--- src/rtl/load_store_unit.sv ---
// load_store_unit
//   Memory-access stage behind the ALU. One data-memory transaction per request
//   over a req/ack bus; returns extended load data or a store completion.
//
//   Optional feature macro: LSU_TIMEOUT_EN (ack watchdog of TIMEOUT cycles).
//   Without it, REQ waits indefinitely and bus_err is tied 0.
//
//   Ports
//     clk, rst                    rising-edge clock, synchronous active-high reset
//     req_valid / req_ready       request handshake from execute
//     req_we, req_size,
//     req_unsigned, addr, wdata   operation, size (00 B, 01 H, 10 W, 11 rsvd),
//                                 zero-extend flag, effective address, store data
//     mem_req/mem_we/mem_addr/
//     mem_wdata/mem_be            bus request side, held stable until mem_ack
//     mem_ack, mem_rdata          bus completion and raw read word
//     rsp_valid                   one-cycle completion pulse to writeback
//     rdata, misaligned, bus_err  registered response, held until next rsp_valid
//     stall                       = !req_ready
module load_store_unit #(
  parameter int XLEN    = 32,
  parameter int TIMEOUT = 16
) (
  input  logic            clk,
  input  logic            rst,
  input  logic            req_valid,
  output logic            req_ready,
  input  logic            req_we,
  input  logic [1:0]      req_size,
  input  logic            req_unsigned,
  input  logic [XLEN-1:0] addr,
  input  logic [XLEN-1:0] wdata,
  output logic            mem_req,
  output logic            mem_we,
  output logic [XLEN-1:0] mem_addr,
  output logic [XLEN-1:0] mem_wdata,
  output logic [3:0]      mem_be,
  input  logic            mem_ack,
  input  logic [XLEN-1:0] mem_rdata,
  output logic            rsp_valid,
  output logic [XLEN-1:0] rdata,
  output logic            misaligned,
  output logic            bus_err,
  output logic            stall
);

  localparam logic [1:0] S_IDLE = 2'd0;
  localparam logic [1:0] S_REQ  = 2'd1;
  localparam logic [1:0] S_RESP = 2'd2;

  // The watchdog needs room for at least one wait cycle.
  if (TIMEOUT < 2) begin : g_timeout_check
    $error("load_store_unit: TIMEOUT must be at least 2");
  end

  logic [1:0] state;
  logic       we_q;
  logic       uns_q;
  logic [1:0] size_q;
  logic [1:0] off_q;
  logic       accept;
  logic       timeout_hit;

  function automatic logic is_misaligned(input logic [1:0] size, input logic [1:0] off);
    case (size)
      2'b00:   is_misaligned = 1'b0;
      2'b01:   is_misaligned = off[0];
      2'b10:   is_misaligned = (off != 2'b00);
      default: is_misaligned = 1'b1;
    endcase
  endfunction

  function automatic logic [3:0] lane_be(input logic [1:0] size, input logic [1:0] off);
    case (size)
      2'b00:   lane_be = 4'b0001 << off;
      2'b01:   lane_be = off[1] ? 4'b1100 : 4'b0011;
      2'b10:   lane_be = 4'b1111;
      default: lane_be = 4'b0000;
    endcase
  endfunction

  // Replicate the low byte/half across every lane so the bus can pick any lane.
  function automatic logic [XLEN-1:0] lane_wdata(input logic [1:0] size,
                                                 input logic [XLEN-1:0] wd);
    case (size)
      2'b00:   lane_wdata = {(XLEN/8){wd[7:0]}};
      2'b01:   lane_wdata = {(XLEN/16){wd[15:0]}};
      default: lane_wdata = wd;
    endcase
  endfunction

  function automatic logic [XLEN-1:0] load_extend(input logic [XLEN-1:0] raw,
                                                  input logic [1:0] size,
                                                  input logic [1:0] off,
                                                  input logic uns);
    logic [7:0]  b;
    logic [15:0] h;
    b = raw[{off, 3'b000} +: 8];
    h = off[1] ? raw[31:16] : raw[15:0];
    case (size)
      2'b00:   load_extend = uns ? {{(XLEN-8){1'b0}}, b}  : {{(XLEN-8){b[7]}}, b};
      2'b01:   load_extend = uns ? {{(XLEN-16){1'b0}}, h} : {{(XLEN-16){h[15]}}, h};
      default: load_extend = raw;
    endcase
  endfunction

  // req_ready is forced low while rst is high so nothing is accepted on the reset edge.
  assign req_ready = (state == S_IDLE) && !rst;
  assign stall     = !req_ready;
  assign accept    = req_valid && req_ready;
  assign mem_req   = (state == S_REQ);
  assign rsp_valid = (state == S_RESP);

`ifdef LSU_TIMEOUT_EN
  localparam int CW = $clog2(TIMEOUT) + 1;
  logic [CW-1:0] wd_cnt;

  // Ack in the expiry cycle takes priority over the watchdog.
  assign timeout_hit = (state == S_REQ) && !mem_ack && (wd_cnt == CW'(TIMEOUT - 1));

  always_ff @(posedge clk) begin
    if (rst) begin
      wd_cnt  <= '0;
      bus_err <= 1'b0;
    end else begin
      if (accept)
        wd_cnt <= '0;
      else if ((state == S_REQ) && !mem_ack)
        wd_cnt <= wd_cnt + 1'b1;
      // bus_err only changes on the edge that enters RESP.
      if ((state == S_REQ) && mem_ack)
        bus_err <= 1'b0;
      else if (timeout_hit)
        bus_err <= 1'b1;
      else if (accept && is_misaligned(req_size, addr[1:0]))
        bus_err <= 1'b0;
    end
  end
`else
  assign timeout_hit = 1'b0;
  assign bus_err     = 1'b0;
`endif

  always_ff @(posedge clk) begin
    if (rst) begin
      state      <= S_IDLE;
      we_q       <= 1'b0;
      uns_q      <= 1'b0;
      size_q     <= 2'b00;
      off_q      <= 2'b00;
      mem_we     <= 1'b0;
      mem_addr   <= '0;
      mem_wdata  <= '0;
      mem_be     <= 4'b0000;
      rdata      <= '0;
      misaligned <= 1'b0;
    end else begin
      case (state)
        S_IDLE: begin
          if (accept) begin
            we_q      <= req_we;
            uns_q     <= req_unsigned;
            size_q    <= req_size;
            off_q     <= addr[1:0];
            mem_we    <= req_we;
            mem_addr  <= {addr[XLEN-1:2], 2'b00};
            mem_wdata <= lane_wdata(req_size, wdata);
            mem_be    <= lane_be(req_size, addr[1:0]);
            if (is_misaligned(req_size, addr[1:0])) begin
              // Fault completes without touching the bus.
              state      <= S_RESP;
              misaligned <= 1'b1;
              rdata      <= '0;
            end else begin
              state <= S_REQ;
            end
          end
        end
        S_REQ: begin
          if (mem_ack) begin
            state      <= S_RESP;
            misaligned <= 1'b0;
            rdata      <= we_q ? '0 : load_extend(mem_rdata, size_q, off_q, uns_q);
          end else if (timeout_hit) begin
            state      <= S_RESP;
            misaligned <= 1'b0;
            rdata      <= '0;
          end
        end
        S_RESP:  state <= S_IDLE;
        default: state <= S_IDLE;
      endcase
    end
  end

endmodule

--- config.mk ---
export PLATFORM = sky130hd
export DESIGN_NAME = load_store_unit
export DESIGN_NICKNAME = d
export VERILOG_FILES = /design/src/rtl/load_store_unit.sv
export SDC_FILE = /design/constraint.sdc
export NUM_CORES = 1
export LEC_CHECK = 0
export CORE_MARGIN = 2
export CORE_UTILIZATION = 45
export CTS_CLUSTER_DIAMETER = 100
export CTS_CLUSTER_SIZE = 28
export DETAILED_ROUTE_END_ITERATION = 6
export PLACE_DENSITY = 0.95
export SLEW_MARGIN = 20
export SYNTH_ARGS = -nofsm -noshare
export SYNTH_HDL_FRONTEND = slang
export SYNTH_SLANG_ARGS = --single-unit
--- constraint.sdc ---
create_clock -name clk -period 3.67 [get_ports clk]
set_input_delay 0.367 -clock clk [delete_from_list [all_inputs] [get_ports clk]]
set_output_delay 0.367 -clock clk [all_outputs]
set_load 0.01 [all_outputs]
==> results of run 1 <==
Yosys cell counts (2+ instances only):
library cell  number
a311oi_1           8
nand2_1          125
a221o_1           10
buf_4              3
a21oi_1           74
inv_1              3
buf_6              3
nor2_1            26
dfxtp_1          107
a22o_1             6
clkbuf_1          26
mux2i_1           16
and3b_1            7
a21o_1             7
nand2b_1          11
mux2_2             9
nor2b_1            3
buf_1              4
a211oi_1           8
or3_1              9
a211o_1            7
buf_2             14
o2bb2ai_1          8
nor3_1             6
o21ai_0           35
a32o_1             8
a31oi_1            2
metrics by stage:
| stage | hold slack, ns | util [%] |
|---|---|---|
| floorplan | 0.476 | - |
| global placement | 0.442 | 66.3 |
| detailed placement | 0.447 | 66.3 |
| CTS | 0.462 | 68.3 |
| global route | 0.482 | 68.3 |
| finish | 0.458 | 68.3 |
worst max-delay path, delay by kind of cell, from the launching register on:
family	cells	cell delay, ns
multiplexers	1	0.34
AND/OR/NAND/NOR	1	0.11
flip-flops	1	0.80
AO/OA/AOI/OAI	2	0.98
power groups by stage:
stage / Combinational [mW] / Sequential (mW) / Clock (mW)
2_1_floorplan: 0.211 / 1.29 / 0
5_1_grt: 0.539 / 1.26 / 0.813
6_report: 0.499 / 1.25 / 0.757
3_5_place_dp: 0.493 / 1.28 / 0
4_1_cts: 0.496 / 1.25 / 0.771
3_3_place_gp: 0.476 / 1.27 / 0
layout make-up:
class	instances	area share [%]
inverter	4	0.215
tap	136	2.43
clock inverter	7	1.16
multi-input combinational	401	33.5
timing repair buffer	214	30.3
clock buffer	9	1.77
sequential	107	30.6
cell families (layout without fill, tap and decap cells):
family                 after synthesis  after routing  synth area share (%)
other                                1              3                0.0795
DFF                                107            107                  45.4
AOI/OAI and AO/OA                  179            179                  25.2
buffers and inverters               54            234                  5.39
muxes                               25             25                  5.55
and+or+nand+nor                    194            194                  18.4
registers in the layout, indices dropped and copies added (netlist names):
signal / flops
size_q: 2
misaligned: 1
mem_addr: 30
mem_be: 4
uns_q: 1
rdata: 32
state: 2
off_q: 2
mem_wdata: 32
we_q: 1
per-layer routing:
metal  part of all wire (%)  vias up  GRT usage (%)  wire, um
met2                     48      274           45.7      7410
met3                    9.4       46           7.17      1450
met4                    3.8        0           12.5       582
li1                       -     2324              -         -
met1                     39     2328           31.2      5910
met5                      0        -              0         0
worst min-delay path by stage:
stage                               from                        end  slack (ns)  cells after the start
6_report       mem_addr[20]$_SDFFE_PP0P_  mem_addr[20]$_SDFFE_PP0P_        0.46                      2
3_3_place_gp   mem_addr[18]$_SDFFE_PP0P_  mem_addr[18]$_SDFFE_PP0P_        0.44                      2
4_1_cts        mem_addr[20]$_SDFFE_PP0P_  mem_addr[20]$_SDFFE_PP0P_        0.46                      2
3_5_place_dp   mem_addr[19]$_SDFFE_PP0P_  mem_addr[19]$_SDFFE_PP0P_        0.45                      2
2_1_floorplan     mem_be[0]$_SDFFE_PP0P_     mem_be[0]$_SDFFE_PP0P_        0.48                      2
5_1_grt        mem_addr[23]$_SDFFE_PP0P_  mem_addr[23]$_SDFFE_PP0P_        0.48                      2
==> metrics.md, run 1 <==
| Metric | Value |
|---|---|
| CTS tree | yes |
| Initial core utilization | 46.1% |
| Dominant synthesized flop cell | dfxtp_1 |
| Final Hold Viols | 0 |
| PortBufs | 207 |
| Tot GR Track Use | 26.8% |
| CP cell instances | mux2_2 -> nand2_1 -> a2111oi_4 -> a221o_1 |
| Final WL | 15,300 um |
| Setup crit end kind | flop |
| Max-Cap Viols | 0 |
| Routed Antenna Nets | 0 |
| CTS clk-pin slew, worst paths | 0.10 ns |
| Max incr delay on CP | 0.80 ns |
| Int Pwr | 1.80 mW |
| Postcts setup bufs | 0 |
| Leading cell type in the layout, fill and taps excluded | clkdlybuf4s50_1 |
| Worst-Margin Slew | 0.888 ns |
| GR Overflow Total | 0 |
| Std-Cell Rows | 37 |
| Status | complete, no violations |
| Global-route wire length before repair | 24,300 um |
| RSZ-0062 raised after global routing | no |
| CP Class | flop to flop |
| Skew-Pair Late Insertion Delay | 0.36 ns |
| Place WS | 0.974 ns |
| CTS buffer count | 9 |
| Setup Skew | 0.0170 ns |
| Core Region | 0.0102 mm^2 |
| Via count | 4,972 |
| Crit share post-route | 62.4% |
| Post-cts repair resize count | 0 |
| Die W | 106 um |
| Hpwl dp | 11,200 um |
| Vias per inst | 5.66 |
| Data required, critical path | 3.96 ns |
| Synth warn | 0 |
| Worst Setup SP | off_q[1]$_SDFFE_PP0P_ |
| Ant diodes | 0 |
| Clock power share | 30.2% |
| Post-synthesis register bit count | 107 |
| Final Total Pwr | 2.51 mW |
| Hold/Removal Path Class | flop to flop |
| Largest net degree at the start of global routing | 85 |
| Cells after DPL | 862 |
| Share of the synthesized area in the top cell type | 45.4% |
| Worst Path Max Fanout | 20 |
| Placed cell area | 0.00678 mm^2 |
| H-tree depth | 3 |
| # hold bufs at CTS | 0 |
| Register area | 0.00214 mm^2 |
| Fin area | 0.00699 mm^2 |
| Clk Tree Root Cell | clkbuf_8 |
| Slowest CP cell | dfxtp_1 |
| WL per Instance | 17.5 um |
| Residual DRC count | 0 |
| Layout Nets | 841 |
| Sw power | 0.703 mW |
| Logic gate share of total power | 19.9% |
| R2R Path Start | off_q[1]$_SDFFE_PP0P_ |
| RR Endpoint | rdata[23]$_SDFFE_PP0P_ |
| Multi-input logic area | 0.00234 mm^2 |
| Post-synth EDFFs | 0 |
| Bufs on Longest Clock Path | 2 |
| Syn_area_per_cell | 8.42 um^2 |
| Synth Cell Area | 0.00472 mm^2 |
| # IOs | 211 |
| Cell variety after synth | 42 |
| Cells on worst reg2reg path | 4 |
| Tmin final | 2.29 ns |
| Cell count after synthesis | 560 |
| Vias in the first global route | 4,929 |
| Area leader, netlist | dfxtp_1 |
| Leading post-synthesis cells by cell area | dfxtp_1 45%, nand2_1 9.9%, a21oi_1 7.9% |
| CTS Sinks | 107 |
| Kind of start point of the critical path | flop |
| Drt initial violations | 290 |
| Area growth from synthesis to layout | 48.2% |
| Relative slew margins | 40.8% |
| Post-route insts no fill | 878 |
| Fill count | 775 |
| Setup ws final | 1.38 ns |
| Final max-slew violation count | 0 |
| Setup TNS Final | 0 ns |
| Sequential area share after synthesis | 45.4% |
| Layout cells sized above 1 | 5.39% |
| Most frequent cells in the layout | 206 x clkdlybuf4s50_1, 125 x nand2_1, 107 x dfxtp_1 |
| Lkg Pwr | 2.52 nW |
| Power per cell area | 359 mW/mm^2 |
| Switching share of power | 28.0% |
| DR pass1 iterations | 5 |
| Initial antenna violation count | 0 |
| Die area | 0.0113 mm^2 |
| Fraction of registers with async set/reset | 0% |
| RePlAce Congestion | 0.861 |
| Peak VDD IR | 0.252 mV |
| Setup crit end | rdata[23]$_SDFFE_PP0P_ |
| Sequential fraction of design power | 49.9% |
| WP data arrival | 2.58 ns |
| Flop2flop setup slack | 1.38 ns |
| Max Clk Rate | 0.437 GHz |
| Setup violators final | 0 |
| Die Y | 106 um |
Note: power is estimated with default switching activity, not from simulation.
==> run 2, diff against run 1 <==
- CORE_UTILIZATION: 45 -> 42
- PLACE_DENSITY: 0.95 -> 0.9
- clock period: 3.67 -> 2.4 ns (I/O delays scaled with it)
==> run 2 against run 1 <==
Non-clock buffer count grew 5. Die area grew 6.9%. Total power grew 51%. Utilization shrank 3.6 points. Worst setup slack lost 1.0 ns. Critical path depth shrank 2. Sequential power grew 53%. Count of clock-buffer cells in the layout grew 1. Via count shrank 0.95%. Largest cell class unchanged. Largest power group unchanged.
==> metrics.md, run 2 (synthesis results as in run 1) <==
| Metric | Value |
|---|---|
| H-tree depth | 3 |
| Layout Nets | 846 |
| # hold bufs at CTS | 0 |
| Vias per inst | 5.55 |
| WL per Instance | 16.9 um |
| Tmin final | 2.04 ns |
| CTS buffer count | 9 |
| WP data arrival | 1.80 ns |
| CP cell instances | nor3_1 -> clkdlybuf4s50_1 |
| Lkg Pwr | 2.53 nW |
| Residual DRC count | 0 |
| Top cell family by delay on the critical path | buffers and inverters |
| Vias in the first global route | 4,660 |
| Largest net degree at the start of global routing | 71 |
| Bufs on Longest Clock Path | 2 |
| Placed cell area | 0.00685 mm^2 |
| Die area | 0.0121 mm^2 |
| Via count | 4,925 |
| Setup crit end kind | output pin |
| Clk Tree Root Cell | clkbuf_8 |
| Setup TNS Final | 0 ns |
| RSZ-0062 raised after global routing | no |
| CTS Sinks | 107 |
| Setup Skew | 0.0147 ns |
| Buf/Inv on CP | 1 |
| Peak VDD IR | 0.304 mV |
| Sw power | 1.03 mW |
| Leading cell type in the layout, fill and taps excluded | clkdlybuf4s50_1 |
| Routed Antenna Nets | 0 |
| Final Hold Viols | 0 |
| # IOs | 211 |
| Sequential fraction of design power | 50.5% |
| Hpwl dp | 11,000 um |
| Global-route wire length before repair | 23,000 um |
| Initial core utilization | 43.3% |
| Kind of start point of the critical path | flop |
| Final max-slew violation count | 0 |
| Postcts setup bufs | 0 |
| RePlAce Congestion | 0.849 |
| Layout cells sized above 1 | 5.89% |
| Slowest CP cell | clkdlybuf4s50_1 |
| Max-Cap Viols | 0 |
| Crit share post-route | 85.0% |
| Die Y | 110 um |
| Worst Path Max Fanout | 7 |
| CP Class | flop to output pin |
| Worst Setup SP | state[1]$_SDFFE_PP0P_ |
| Initial antenna violation count | 1 |
| Drt initial violations | 227 |
| Clock power share | 29.1% |
| Post-layout util | 64.7% |
| Fill count | 877 |
| Tot GR Track Use | 24.5% |
| Std-Cell Rows | 38 |
| Hold/Removal Path Class | input pin to flop |
| Max incr delay on CP | 0.62 ns |
| Status | complete, no violations |
| Skew-Pair Late Insertion Delay | 0.36 ns |
| Largest regs | mem_wdata (32), rdata (32), mem_addr (30) |
| Max Clk Rate | 0.490 GHz |
| Setup violators final | 0 |
| Worst-Margin Slew | 0.690 ns |
| Hold_sp | rst |
| Relative slew margins | 54.0% |
| DR pass1 iterations | 5 |
| Power per cell area | 537 mW/mm^2 |
| CTS tree | yes |
| Logic gate share of total power | 20.4% |
| PortBufs | 207 |
| Most frequent cells in the layout | 206 x clkdlybuf4s50_1, 125 x nand2_1, 107 x dfxtp_1 |
| GR Overflow Total | 0 |
| Core Region | 0.0109 mm^2 |
| Final WL | 15,000 um |
| Die W | 110 um |
| Fin area | 0.00704 mm^2 |
| Area growth from synthesis to layout | 49.3% |
| Post-cts repair resize count | 0 |
| Ant diodes | 0 |
| Int Pwr | 2.75 mW |
| CTS clk-pin slew, worst paths | 0.11 ns |
| R2R Path Start | off_q[0]$_SDFFE_PP0P_ |
| Switching share of power | 27.3% |
| Data required, critical path | 2.16 ns |
-- run 2: area by class of cell --
| class | count | area, um^2 | area share, % |
|---|---|---|---|
| flip-flops and latches | 107 | 2140 | 30.4 |
| well taps | 140 | 175 | 2.49 |
| clock inverters | 6 | 66.3 | 0.942 |
| inverters | 4 | 15.0 | 0.213 |
| clock buffers | 10 | 128 | 1.81 |
| repair buffers | 219 | 2180 | 31.0 |
| multi-input cells | 401 | 2330 | 33.1 |
-- run 2: worst register-to-register path, delay by kind of cell, from the launching register on --
family / cells / cell delay [ns]
compound gates: 3 / 1.03
flops: 1 / 0.55
simple gates: 1 / 0.40
-- run 2: worst paths after layout --
kind                                to  slack [ns]  cells past startpoint
max                          req_ready        0.36                      2
min              state[0]$_SDFFE_PP0P_        0.21                      2
max reg2reg     rdata[26]$_SDFFE_PP0P_        0.36                      4
min reg2reg  mem_addr[19]$_SDFFE_PP0P_        0.46                      2
-- run 2: routing by layer --
layer  GRT usage [%]  wire (um)  vias to the layer above
met5               0         13                        -
li1                -          -                     2339
met3            9.13       1560                       35
met1            28.8       5860                     2300
met2            40.0       7100                      249
met4            10.2        441                        2
-- run 2: power groups by stage --
| stage | clock network, mW | registers, mW | logic [mW] |
|---|---|---|---|
| 6_report | 1.10 | 1.91 | 0.773 |
| 5_1_grt | 1.19 | 1.92 | 0.836 |
| 4_1_cts | 1.12 | 1.91 | 0.772 |
| 3_5_place_dp | 0 | 1.95 | 0.767 |
| 2_1_floorplan | 0 | 1.97 | 0.323 |
| 3_3_place_gp | 0 | 1.94 | 0.749 |
-- run 2: stage by stage --
step | hold WS, ns | instances | worst slack (ns) | power (mW)
floorplan | 0.376 | 562 | 0.794 | 2.29
global placement | 0.441 | 871 | 0.344 | 2.69
detailed placement | 0.445 | 871 | 0.259 | 2.72
CTS | 0.189 | 887 | 0.359 | 3.80
global route | 0.196 | 887 | 0.242 | 3.94
finish | 0.210 | 887 | 0.360 | 3.78
